[src/rtl/cacheline_adaptor.sv]
// Bridges 256-bit line reads/writes from the write buffer onto a 64-bit,
// four-beat burst interface toward physical memory.
module cacheline_adaptor (
  input  logic         clk,
  input  logic         reset,
  input  logic [255:0] line_i,
  output logic [255:0] line_o,
  input  logic [31:0]  address_i,
  input  logic         read_i,
  input  logic         write_i,
  output logic         resp_o,
  input  logic [63:0]  burst_i,
  output logic [63:0]  burst_o,
  output logic [31:0]  address_o,
  output logic         read_o,
  output logic         write_o,
  input  logic         resp_i,
  output logic [1:0]   dbg_state
);

  // Handshake: read_i/write_i are levels held until the one-cycle resp_o
  // pulse; on the memory side each resp_i=1 cycle accepts (write) or delivers
  // (read) exactly one beat, and resp_i outside READ/WRITE is ignored.
  typedef enum logic [1:0] {IDLE, READ, WRITE, DONE} state_t;

  state_t       state, state_n;
  logic [1:0]   cnt;
  logic [31:0]  addr_q;
  logic [255:0] wline_q;
  logic [255:0] asm_q;
  logic [255:0] line_q;

  always_ff @(posedge clk or posedge reset) begin
    if (reset) begin
      state   <= IDLE;
      cnt     <= 2'd0;
      addr_q  <= 32'd0;
      wline_q <= 256'd0;
      asm_q   <= 256'd0;
      line_q  <= 256'd0;
    end else begin
      state <= state_n;
      case (state)
        IDLE: begin
          if (write_i) begin
            wline_q <= line_i;
            addr_q  <= {address_i[31:5], 5'b0};
            cnt     <= 2'd0;
          end else if (read_i) begin
            addr_q  <= {address_i[31:5], 5'b0};
            cnt     <= 2'd0;
          end
        end
        READ: begin
          if (resp_i) begin
            asm_q[{cnt, 6'b0} +: 64] <= burst_i;
            // Publish the whole line only once it is complete, so line_o
            // never shows a half-assembled read.
            if (cnt == 2'd3)
              line_q <= {burst_i, asm_q[191:0]};
            cnt <= cnt + 2'd1;
          end
        end
        WRITE: begin
          if (resp_i)
            cnt <= cnt + 2'd1;
        end
        default: ;
      endcase
    end
  end

  always_comb begin
    state_n = state;
    case (state)
      IDLE: begin
        if (write_i)     state_n = WRITE;
        else if (read_i) state_n = READ;
      end
      READ:    if (resp_i && cnt == 2'd3) state_n = DONE;
      WRITE:   if (resp_i && cnt == 2'd3) state_n = DONE;
      DONE:    state_n = IDLE;
      default: state_n = IDLE;
    endcase
  end

  assign read_o    = (state == READ);
  assign write_o   = (state == WRITE);
  assign resp_o    = (state == DONE);
  assign address_o = addr_q;
  assign line_o    = line_q;
  assign burst_o   = (state == WRITE) ? wline_q[{cnt, 6'b0} +: 64] : 64'd0;
  assign dbg_state = state;

endmodule

[config.mk]
export PLATFORM = sky130hd
export DESIGN_NAME = cacheline_adaptor
export DESIGN_NICKNAME = d
export VERILOG_FILES = /design/src/rtl/cacheline_adaptor.sv
export SDC_FILE = /design/constraint.sdc
export NUM_CORES = 1
export LEC_CHECK = 0
export CAP_MARGIN = 10
export CORE_AREA = 4 4 278 280
export CTS_CLUSTER_SIZE = 20
export DETAILED_ROUTE_END_ITERATION = 8
export DIE_AREA = 0 0 282 284
export PLACE_DENSITY = 0.66
export SYNTH_ARGS = -nofsm -noshare
export SYNTH_HDL_FRONTEND = slang
export SYNTH_SLANG_ARGS = --single-unit
[constraint.sdc]
create_clock -name clk -period 37.6 [get_ports clk]
set_input_delay 11.28 -clock clk [delete_from_list [all_inputs] [get_ports clk]]
set_output_delay 11.28 -clock clk [all_outputs]
set_load 0.005 [all_outputs]
==> impl_metrics.yaml <==
power:
  peakVddDrop_v: 0.0000424
  power_density_nw_per_um2: 68.9
  p_leak_nw: 17.5
setup_path:
  critPathMaxFanout: 38
  cp.required_ps: 26320
  cp_cell_sequence: "buf_4 > mux4_2 > and2_1 > clkdlybuf4s50_1"
  arrival_ps: 3610
  slowest_delay_ps: 930
  crit_type: "flop to primary output"
  cpLargestDelayFamily: "buffers and inverters"
  crit_buf_inv: 2
  r2r_slack_ps: 33500
  critical_path.slowest_cell: "dfrtp_4"
  cp-start-kind: "flop"
  crit_path_end_kind: "primary output"
timing:
  drv_slew: 0
  worst_slew_pin_slew_ps: 1130
  setup_viol: 0
  final.period_utilization_pct: 39.6
  tns_ps: 0
  fin_ws_ps: 22710
  hold_viol_final: 0
  fin_skew_ps: 14.7
  fmax_mhz: 67.2
  relSlewSlack_pct: 24.5
  fin_crit_ps: 14890
  finalHoldWorstSlack_ps: 474
  rsz0062_at_grt: "false"
floorplan:
  die-area_sq_um: 80100
  die_w_um: 282
  num_rows: 100
  pin_count: 714
  die_h_um: 284
  start_util_pct: 39.3
  coreArea_sq_um: 74400
clock_network:
  root_buffer: "clkbuf_16"
  clk_pin_slew_ps: 60
  cts_buffers: 79
  post_cts_buffers: 0
  h-tree-depth: 3
  cts_hold_buf: 0
  cts_resized: 0
  cts_tree: "done"
  clock_path_buffers: 3
  clock_latency_ps: 610
  clock-sinks: 735
drt:
  wl_met2_mm: 42.2
  top_layer_used: "met5"
  vias: 18500
  wl_met3_mm: 6.56
  drt_wl_total_mm: 83.8
  ant_nets: 0
  drt_iter0_drc: 829
  routedWlPerCell_um: 23.2
  drcViolationCount: 0
  wl_met1_mm: 32.2
  avgViaCountPerCell: 5.13
  first_pass_iters: 4
synthesis:
  yosys.area.top_type: "dfrtp_1"
  synth-async-reset-ratio_pct: 100
  ys.warnings.count: 0
  yosysUniqueCellTypes: 33
  yosys.cell_count.top_type: "dfrtp_1"
  synth_commonest_cells: "735 x dfrtp_1, 541 x mux2_2, 135 x a22o_1"
  ys_dominant_reg_cell: "dfrtp_1"
  syn_inst: 1887
  synth-edff-count: 0
  synth_top_cell_area_share_pct: 62.8
  yosys-top-cells-area: "dfrtp_1 63%, mux2_2 21%, mux4_2 4.9%"
  synth_area_sq_um: 29300
  synth_seq_cells: 735
  ys_seq_area_share_pct: 62.8
  syn_area_per_cell_sq_um: 15.5
placed_design:
  dp_cells: 3451
  numPortBuffers: 703
  hpwl_mm: 57.2
  gp_congestion: 0.816
  pre_cts_slack_ps: 23000
min_path:
  hp-class: "flop to flop"
grt:
  grt_pass1_vias: 20000
  grt_usage_pct: 20.6
  grt_pass1_wl_mm: 126
  grt-ovfl-total: 0
  antenna_found_initial: 33
  grt_start_max_net_pins: 178
cells_and_area:
  nets: 2931
  register_area_sq_um: 18400
  area_growth_syn_to_layout_pct: 35.4
  fill_cells: 6130
  fin_cells: 3604
  multi_input_area_sq_um: 10200
  drive_gt1_share_pct: 28.6
outcome:
  status: "completed"
job:
  cap_viol_max_count: 0
-- kinds of logic after synthesis --
group	after synthesis	share of synthesized area (%)
AND/OR/NAND/NOR	201	3.38
buffers and inverters	137	2.48
AO/OA/AOI/OAI	198	5.14
adder cells (fa/ha/maj)	10	0.427
flip-flops	735	62.8
multiplexers	605	25.7
other	1	0.0128
-- where the power goes --
| group | total (W) | switching, W | leakage, nW | internal [W] |
|---|---|---|---|---|
| combinational | 0.000819 | 0.000295 | 6.74 | 0.000524 |
| clock | 0.000744 | 0.000318 | 1.20 | 0.000427 |
| sequential | 0.00117 | 0.000134 | 9.57 | 0.00103 |
-- final timing paths --
check                           startpoint            to  cells after the start
worst max-delay path                cnt[0]   burst_o[42]                      4
worst min-delay path            asm_q[102]    asm_q[102]                      2
worst max register to register      cnt[0]   line_o[204]                      5
worst min register to register  asm_q[102]    asm_q[102]                      2
max in group asynchronous            reset   line_o[218]                      5
min in group asynchronous            reset  wline_q[136]                      2
-- layout make-up --
class,instances,share of cell area (%)
inverter,6,0.0757
multi-input combinational,1019,25.9
tap,969,3.06
timing repair buffer,723,18.2
antenna,18,0.114
clock inverter,18,0.650
clock buffer,116,5.61
sequential,735,46.4
-- metal layers --
layer  vias up  GRT usage, %
met3       170          6.66
li1       8150             -
met2       597          34.6
met4        26          7.41
met1      9553          24.8
met5         -             0
-- registers in the layout, summed over array words and instances, names as in the netlist --
register	flops
dbg_state	2
address_o	27
cnt	2
line_o	256
asm_q	192
wline_q	256
-- tightest hold or removal path, stage by stage, from the launching register on --
cell and delay (ps):
dfrtp_1 330, nand2_1 40, o21ai_0 60
-- through the flow --
stage | total power, W | area, sq um | util, %
after floorplan | 0.00164 | 29300 | -
after global placement | 0.00197 | 37100 | 49.8
after detailed placement | 0.00201 | 37100 | 49.8
after CTS | 0.00277 | 39600 | 53.2
after global routing | 0.00288 | 39600 | 53.2
final | 0.00273 | 39600 | 53.3
-- layout by cell type, fill, tap and decap left out, types with 5 or more instances in the layout --
cell	instances
dfrtp_1	733
clkdlybuf4s50_1	703
mux2_2	541
a22o_1	135
nand2_1	119
clkbuf_16	79
mux4_2	64
and2_1	64
o21ai_0	60
clkbuf_1	26
diode_2	18
buf_4	17
clkbuf_8	11
ha_1	9
clkinv_2	7
conb_1	5
Note: power is estimated with default switching activity, not from simulation.
